File: src/rtl/cfe_wait_pkg.sv
// Shared types and default configuration for the CFE wait-feedback controller.
package cfe_wait_pkg;

  typedef enum logic {
    ST_START = 1'b0,
    ST_READY = 1'b1
  } cfe_state_e;

  localparam int unsigned CFE_DEF_RESET_THR    = 32'h200;
  localparam int unsigned CFE_DEF_INCR_THR     = 32'h50;
  localparam int unsigned CFE_DEF_INCR_STEP    = 32'h100;
  localparam int unsigned CFE_DEF_DEFAULT_WAIT = 32'h100;
  localparam int unsigned CFE_DEF_MAX_WAIT     = 32'h1000;

  function automatic int unsigned cfe_ch_bits(input int unsigned nch);
    return (nch <= 1) ? 1 : $clog2(nch);
  endfunction

endpackage

File: src/rtl/cfe_wait_ch.sv
// One CFE channel: tracks the last FO estimate, adapts the wait interval and
// counts down to the next "re-estimate due" point.
//
//   state    | meaning
//   ---------+------------------------------------------------------------
//   ST_START | no reference FO yet; lane shows default wait, due asserted
//   ST_READY | reference held; wait adapts on samples, due when count = 0
module cfe_wait_ch
  import cfe_wait_pkg::*;
#(
  parameter int CFE_NBW_FO  = 15,
  parameter int CFE_NBW_LAT = 32
) (
  input  logic                   clk,
  input  logic                   rst_async_n,
  input  logic                   i_hit,
  input  logic                   i_clear,
  input  logic [CFE_NBW_FO-1:0]  i_fo_value,
  input  logic                   i_mode,
  input  logic [CFE_NBW_FO-1:0]  i_reset_thr,
  input  logic [CFE_NBW_FO-1:0]  i_incr_thr,
  input  logic [CFE_NBW_LAT-1:0] i_incr_step,
  input  logic [CFE_NBW_LAT-1:0] i_default_wait,
  input  logic [CFE_NBW_LAT-1:0] i_max_wait,
  output logic [CFE_NBW_LAT-1:0] o_wait,
  output logic                   o_due
);

  cfe_state_e             state_q, state_d;
  logic [CFE_NBW_FO-1:0]  last_fo_q, last_fo_d;
  logic [CFE_NBW_LAT-1:0] wait_q, wait_d;
  logic [CFE_NBW_LAT-1:0] cnt_q, cnt_d;

  logic [CFE_NBW_FO:0]    fo_diff;
  logic [CFE_NBW_FO:0]    abs_diff;
  logic [CFE_NBW_LAT-1:0] ceil_wait;
  logic [CFE_NBW_LAT:0]   grow_sum;
  logic [CFE_NBW_LAT:0]   decay_diff;
  logic [CFE_NBW_LAT-1:0] grow_wait;
  logic [CFE_NBW_LAT-1:0] decay_wait;
  logic [CFE_NBW_LAT-1:0] next_wait;

  // Difference is taken one bit wider than the FO so the magnitude never wraps.
  always_comb begin
    fo_diff  = {i_fo_value[CFE_NBW_FO-1], i_fo_value} - {last_fo_q[CFE_NBW_FO-1], last_fo_q};
    abs_diff = fo_diff[CFE_NBW_FO] ? (~fo_diff + (CFE_NBW_FO+1)'(1)) : fo_diff;

    ceil_wait  = (i_max_wait < i_default_wait) ? i_default_wait : i_max_wait;
    grow_sum   = {1'b0, wait_q} + {1'b0, i_incr_step};
    grow_wait  = (grow_sum > {1'b0, ceil_wait}) ? ceil_wait : grow_sum[CFE_NBW_LAT-1:0];
    decay_diff = {1'b0, wait_q} - {1'b0, i_incr_step};
    decay_wait = (decay_diff[CFE_NBW_LAT] || (decay_diff[CFE_NBW_LAT-1:0] < i_default_wait))
                 ? i_default_wait : decay_diff[CFE_NBW_LAT-1:0];

    if (abs_diff > {1'b0, i_reset_thr}) begin
      next_wait = i_default_wait;
    end else if (abs_diff < {1'b0, i_incr_thr}) begin
      next_wait = grow_wait;
    end else if (i_mode) begin
      next_wait = decay_wait;
    end else begin
      next_wait = wait_q;
    end
  end

  always_comb begin
    state_d   = state_q;
    last_fo_d = last_fo_q;
    wait_d    = wait_q;
    cnt_d     = (cnt_q != '0) ? (cnt_q - CFE_NBW_LAT'(1)) : cnt_q;

    if (i_clear) begin
      state_d   = ST_START;
      last_fo_d = '0;
      wait_d    = i_default_wait;
      cnt_d     = '0;
    end else if (i_hit) begin
      last_fo_d = i_fo_value;
      case (state_q)
        ST_START: begin
          state_d = ST_READY;
          wait_d  = i_default_wait;
          cnt_d   = i_default_wait;
        end
        ST_READY: begin
          wait_d = next_wait;
          cnt_d  = next_wait;
        end
        default: state_d = ST_START;
      endcase
    end
  end

  always_ff @(posedge clk or negedge rst_async_n) begin
    if (!rst_async_n) begin
      state_q   <= ST_START;
      last_fo_q <= '0;
      wait_q    <= '0;
      cnt_q     <= '0;
    end else begin
      state_q   <= state_d;
      last_fo_q <= last_fo_d;
      wait_q    <= wait_d;
      cnt_q     <= cnt_d;
    end
  end

  assign o_wait = (state_q == ST_START) ? i_default_wait : wait_q;
  assign o_due  = (state_q == ST_START) || (cnt_q == '0);

endmodule

File: src/rtl/cfe_wait_feedback_mc.sv
// Multi-channel CFE wait feedback: decodes the sample channel, replicates the
// per-channel controller and applies the feedback-enable override on the lanes.
module cfe_wait_feedback_mc
  import cfe_wait_pkg::*;
#(
  parameter int CFE_NBW_FO  = 15,
  parameter int CFE_NBW_LAT = 32,
  parameter int CFE_NCH     = 4,
  localparam int CFE_NBW_CH = cfe_ch_bits(CFE_NCH)
) (
  input  logic                           clk,
  input  logic                           rst_async_n,
  input  logic                           i_valid,
  input  logic [CFE_NBW_CH-1:0]          i_ch,
  input  logic [CFE_NBW_FO-1:0]          i_fo_value,
  input  logic                           i_enable,
  input  logic                           i_mode,
  input  logic                           i_clear,
  input  logic [CFE_NBW_FO-1:0]          i_reset_thr,
  input  logic [CFE_NBW_FO-1:0]          i_incr_thr,
  input  logic [CFE_NBW_LAT-1:0]         i_incr_step,
  input  logic [CFE_NBW_LAT-1:0]         i_default_wait,
  input  logic [CFE_NBW_LAT-1:0]         i_max_wait,
  output logic [CFE_NCH*CFE_NBW_LAT-1:0] o_wait,
  output logic [CFE_NCH-1:0]             o_due
);

  for (genvar k = 0; k < CFE_NCH; k++) begin : g_ch
    logic                   hit;
    logic [CFE_NBW_LAT-1:0] ch_wait;

    // Indices at or above CFE_NCH never match any lane, so they are dropped.
    assign hit = i_valid && (i_ch == CFE_NBW_CH'(k));

    cfe_wait_ch #(
      .CFE_NBW_FO  (CFE_NBW_FO),
      .CFE_NBW_LAT (CFE_NBW_LAT)
    ) u_ch (
      .clk            (clk),
      .rst_async_n    (rst_async_n),
      .i_hit          (hit),
      .i_clear        (i_clear),
      .i_fo_value     (i_fo_value),
      .i_mode         (i_mode),
      .i_reset_thr    (i_reset_thr),
      .i_incr_thr     (i_incr_thr),
      .i_incr_step    (i_incr_step),
      .i_default_wait (i_default_wait),
      .i_max_wait     (i_max_wait),
      .o_wait         (ch_wait),
      .o_due          (o_due[k])
    );

    assign o_wait[k*CFE_NBW_LAT +: CFE_NBW_LAT] = i_enable ? ch_wait : i_default_wait;
  end

endmodule

File: config.mk
export PLATFORM = sky130hd
export DESIGN_NAME = cfe_wait_feedback_mc
export DESIGN_NICKNAME = d
export VERILOG_FILES = /design/src/rtl/cfe_wait_pkg.sv /design/src/rtl/cfe_wait_ch.sv /design/src/rtl/cfe_wait_feedback_mc.sv
export SDC_FILE = /design/constraint.sdc
export NUM_CORES = 2
export LEC_CHECK = 0
export CORE_ASPECT_RATIO = 1.75
export CORE_MARGIN = 1
export CORE_UTILIZATION = 56
export CTS_CLUSTER_DIAMETER = 150
export DETAILED_ROUTE_END_ITERATION = 16
export PLACE_DENSITY = 0.77
export REMOVE_ABC_BUFFERS = 1
export SLEW_MARGIN = 20
export SYNTH_ARGS = -nofsm -noshare
export SYNTH_HDL_FRONTEND = slang
export SYNTH_SLANG_ARGS = --single-unit
File: constraint.sdc
create_clock -name clk -period 8.5 [get_ports clk]
set_input_delay 1.7 -clock clk [delete_from_list [all_inputs] [get_ports clk]]
set_output_delay 1.7 -clock clk [all_outputs]
set_load 0.01 [all_outputs]
==> run metrics, run 1 <==
cell row count between 100 and 150; compound-cell area share of the yosys netlist 0.276; Post-synth top flop dfrtp_1; Die Y 391 um; Cell Area, Synth around 49000 um^2; clk sinks between 300 and 400; CTS root buffer clkbuf_16; first-pass GRT wire length around 420000 um; Seq/Total Area, Yosys 0.165; Tool Error [ERROR GRT-0116] Global routing finished with congestion. Check the congestion regions in the DRC Viewer.; # Post-CTS Setup Buffers 0; Synth Area in Adders 0.190; Final Wtd Congestion 1.12; EDFF count, synth 0; initial core utilization 0.567; Overflow after GRT 55; main combinational cell family by area after synthesis compound AO/OA/AOI/OAI gates; Syn Inst Count 6325; largest net degree at the start of global routing roughly 150; mean post-synth cell area 7.67 um^2; Hold Buf Count CTS 0; Top-Level Pins 281; Clock Tree Buf Depth 3; # resized after CTS 0; DP Cell Count approximately 8k; Yosys reg bits 320; GRT Util Overall 0.652; Async SR Flop Fraction 1.00; vias in the first global route slightly below 60k; die width 225 um; last stage reached global routing; post-synthesis mux area share 0.0622; IO buf count between 200 and 300; Synth cell types 84; Simple-Gate Fraction of Synth Area 0.171; synthesis warning total 0; # H-tree levels 2; xor/xnor share of the synthesized area 0.0776; Post-DP HPWL 203000 um; status stopped before the end; Inserted Clock Buffers 36
-- cells by family after synthesis --
family / Yosys count
AO/OA/AOI/OAI: 2027
XOR/XNOR: 430
adder cells (fa/ha/maj): 731
buffers and inverters: 743
flip-flops: 320
multiplexers: 284
AND/OR/NAND/NOR: 1790
-- synthesized netlist by cell type, types with 20 or more instances --
master       n  share of area
inv_1      389          0.030
nor4_1      53         0.0068
a31oi_1     55         0.0071
a221o_1     94          0.019
a21oi_1    583          0.060
nor2_1     628          0.049
and3_1      27         0.0035
a211o_1     43         0.0078
a211oi_1   118          0.018
o21bai_1    65          0.010
a311o_1     20         0.0041
mux2i_1    143          0.029
nand4_1     70         0.0090
a21o_1     154          0.024
or3_1       44         0.0057
o31ai_1     31         0.0048
nor3_1     151          0.016
nand3_1     80         0.0082
or4_1       32         0.0049
o221ai_1    22         0.0040
xnor2_1    295          0.053
nor2b_1     70         0.0090
nand2_1    481          0.037
o211ai_1    65          0.010
dfrtp_1    320           0.16
o32ai_1     30         0.0054
mux2_2     141          0.033
a2111oi_0   27         0.0049
xor2_1     135          0.024
clkbuf_1   309          0.024
o22ai_1     41         0.0053
o21a_1      94          0.015
o21ai_0    361          0.037
ha_1       718           0.19
buf_1       30         0.0023
nand2b_1    66         0.0085
a22oi_1     44         0.0068
a21boi_0    23         0.0036
-- stage by stage --
step / setup WS [ns] / util / cell area (um^2) / setup TNS [ns]
after detailed placement: -0.263 / 0.645 / 55200 / -7.22
after floorplan: -3.01 / - / 47200 / -511.58
after CTS: 0.320 / 0.659 / 56400 / 0
after global placement: -0.151 / 0.645 / 55200 / -4.74
-- routing by layer --
layer / GRT overflow / track usage
met5: 0 / 0.0673
met4: 30 / 0.751
met3: 3 / 0.357
met2: 22 / 0.909
met1: 0 / 0.632
==> inputs of run 2 (changes only) <==
--- a/config.mk
+++ b/config.mk
@@ -5,12 +5,10 @@
 export SDC_FILE = /design/constraint.sdc
 export NUM_CORES = 2
 export LEC_CHECK = 0
-export CORE_ASPECT_RATIO = 1.75
 export CORE_MARGIN = 1
-export CORE_UTILIZATION = 56
-export CTS_CLUSTER_DIAMETER = 150
+export CORE_UTILIZATION = 40
 export DETAILED_ROUTE_END_ITERATION = 16
-export PLACE_DENSITY = 0.77
+export PLACE_DENSITY_LB_ADDON = 0.15
 export REMOVE_ABC_BUFFERS = 1
 export SLEW_MARGIN = 20
 export SYNTH_ARGS = -nofsm -noshare
==> run 2 against run 1 <==
Effect of this change:
- the flow now finishes, with violations (setup timing)
- synthesized cell count unchanged
- area after synthesis unchanged
==> run metrics, run 2 <==
Hold Buf Count CTS 0; Cell Area, Synth just under 50000 um^2; Total Wirelength around 260000 um; Top Registers g_ch.u_ch.cnt_q: 128 flops, g_ch.u_ch.wait_q: 128 flops, g_ch.u_ch.last_fo_q: 60 flops; failing checks setup timing; Final Slew Violations 0; Inserted Clock Buffers 44; Final setup viols 1; static leakage roughly 27 nW; Clock Tree Buf Depth 3; IO buf count 280; DP Cell Count 8419; Setup crit start i_incr_step[12]; xor/xnor share of the synthesized area 0.0776; CP Data Required Time roughly 9.0 ns; Crit Path Category input pin to flop; CTS root buffer clkbuf_16; Top-Level Pins between 200 and 300; Yosys reg bits 320; vias ~53k; vias in the first global route roughly 52k; synthesis warning total 0; Post-Layout Cell Count around 8.5k; Async SR Flop Fraction 1.00; Setup TNS -0.0639 ns; compound-cell area share of the yosys netlist 0.276; Die Y 350 um; die width about 350 um; Syn Inst Count ~6.3k; Rel. slew slack 0.215; Remaining DRCs 0; commonest cells in the netlist ha_1 (718), nor2_1 (628), a21oi_1 (583), nand2_1 (481), inv_1 (389); fin crit period 8.56 ns; initial core utilization 0.404; EDFF count, synth 0; dpl ws -0.596 ns; pwr/cell area roughly 220 nW/um^2; Clock Latency Late Sink 0.67 ns; Worst-Margin Slew approximately 1.2 ns; most common cell after layout, fill and taps aside ha_1; Peak Freq about 120 MHz; vias per inst 6.26; router iterations before antenna repair 5; # Max-Cap Violations 0; main combinational cell family by area after synthesis compound AO/OA/AOI/OAI gates; count leader, synth ha_1; CTS tree built; cell row count roughly 130; die area 123000 um^2; Peak VDD IR around 0.00015 V; worst hold slack 0.522 ns; Synth Area in Adders 0.190; status finished, violations left; Synth cell types 84; Final Wtd Congestion around 1; # H-tree levels 2; Final WS setup -0.0639 ns; average wire per standard cell 30.2 um; Overflow after GRT 0; mean post-synth cell area about 7.7 um^2; Seq/Total Area, Yosys 0.165; clk_skew roughly 0.057 ns; Worst Path Arrival between 9 and 10 ns; Critical Path Sink g_ch[1].u_ch.cnt_q[27]; # resized after CTS 0; Layout Nets between 7k and 8k; Clk pin slew, worst setup/hold paths about 0.060 ns; largest net degree at the start of global routing approximately 150; crit path max fanout 9; Final period util 1.01; Simple-Gate Fraction of Synth Area 0.171; top cell type's share of synthesized area 0.185; Hold Fails Final Rpt 0; Worst R2R Start g_ch[1].u_ch.wait_q[3]; reg-to-reg slack, setup 1.36 ns; first-pass GRT wire length 361000 um; type of origin of the critical path input pin; # Post-CTS Setup Buffers 0; cells on worst reg2reg path 24; share of cells above drive strength 1 0.122; Post-synth top flop dfrtp_1; Initial DRC Count 6033; area grow syn2layout 20.1%; cells taking the most area after synthesis ha_1 (19%), dfrtp_1 (16%), a21oi_1 (6.0%); Hold WC Path Type flop to flop; largest area contributor in the netlist ha_1; highest-count cells in the layout ignoring fill and taps ha_1 (718), nor2_1 (624), a21oi_1 (583), buf_4 (515), nand2_1 (477); Finished Core Util 0.485; Core Box Area 120000 um^2; RSZ-0062 raised after global routing false; GRT Util Overall 0.408; worst r2r dst g_ch[1].u_ch.cnt_q[27]; antenna-violating nets left 0; crit end category flop; Post-DP HPWL 209000 um; clk sinks 320; post-synthesis mux area share 0.0622; initial antenna violation count 13
==> run 2: cell counts after synthesis <==
No cell type changed its count.
==> run 2: how the worst min path moves through the flow <==
stage	start	to	slack, ns	cells after the start
6_report	g_ch[1].u_ch.last_fo_q[5]	g_ch[1].u_ch.last_fo_q[5]	0.52	2
2_1_floorplan	g_ch[1].u_ch.wait_q[0]	g_ch[1].u_ch.wait_q[0]	0.48	2
4_1_cts	g_ch[1].u_ch.last_fo_q[5]	g_ch[1].u_ch.last_fo_q[5]	0.52	2
3_3_place_gp	g_ch[0].u_ch.last_fo_q[4]	g_ch[0].u_ch.last_fo_q[4]	0.51	2
3_5_place_dp	g_ch[2].u_ch.last_fo_q[7]	g_ch[2].u_ch.last_fo_q[7]	0.52	2
5_1_grt	g_ch[1].u_ch.last_fo_q[8]	g_ch[1].u_ch.last_fo_q[8]	0.54	2
==> run 2: critical path, cell delays in order <==
cell,delay (ns)
clkdlybuf4s50_1,0.62
inv_1,0.11
buf_4,0.20
ha_1,0.32
buf_4,0.18
or4_1,0.58
or2_2,0.33
nor2_1,0.29
o31ai_2,0.15
a211oi_1,0.25
buf_4,0.17
nor3_1,0.08
o31ai_1,0.36
a21oi_1,0.14
xor2_1,0.17
ha_1,0.57
nand4_1,0.52
nor4_2,0.41
nor2_1,0.07
a211oi_1,0.21
o31a_2,0.23
buf_4,0.20
mux2_2,0.37
a211oi_1,0.35
a211o_1,0.29
a21oi_1,0.11
==> run 2: routing by layer <==
metal / track usage / vias to the layer above / wire, um
li1: - / 24200 / -
met1: 0.504 / 25800 / 104000
met2: 0.638 / 2573 / 112000
met3: 0.0733 / 628 / 20600
met4: 0.290 / 4 / 20600
met5: 0 / - / 20
==> run 2: cell type report <==
type / instances / area (um^2)
repair buffers: 830 / 7380
inverters: 395 / 1480
well taps: 1612 / 2020
fillers: 12200 / 61800
clock inverters: 15 / 218
diodes: 5 / 12.5
clock buffers: 62 / 1290
multi-input cells: 5262 / 37900
flip-flops and latches: 320 / 8010
==> run 2: kinds of logic after synthesis <==
logic type | Yosys count
adder cells (fa/ha/maj) | 731
buffers and inverters | 743
AND/OR/NAND/NOR | 1790
AO/OA/AOI/OAI | 2027
flip-flops | 320
XOR/XNOR | 430
multiplexers | 284
==> run 2: power breakdown <==
part	leakage (nW)	internal, mW	switching (mW)
combinational	21.9	3.36	5.02
sequential	4.12	1.81	0.356
clock	0.730	1.13	0.874
total	26.7	6.30	6.25
==> run 2: through the flow <==
stage | total power, mW | instance area [um^2]
after floorplan | 7.00 | 47200
after global placement | 10.3 | 56800
after detailed placement | 10.3 | 56800
after CTS | 12.4 | 58300
after global routing | 13.2 | 58300
final | 12.5 | 58300
Power figures use the tool's default switching activity.
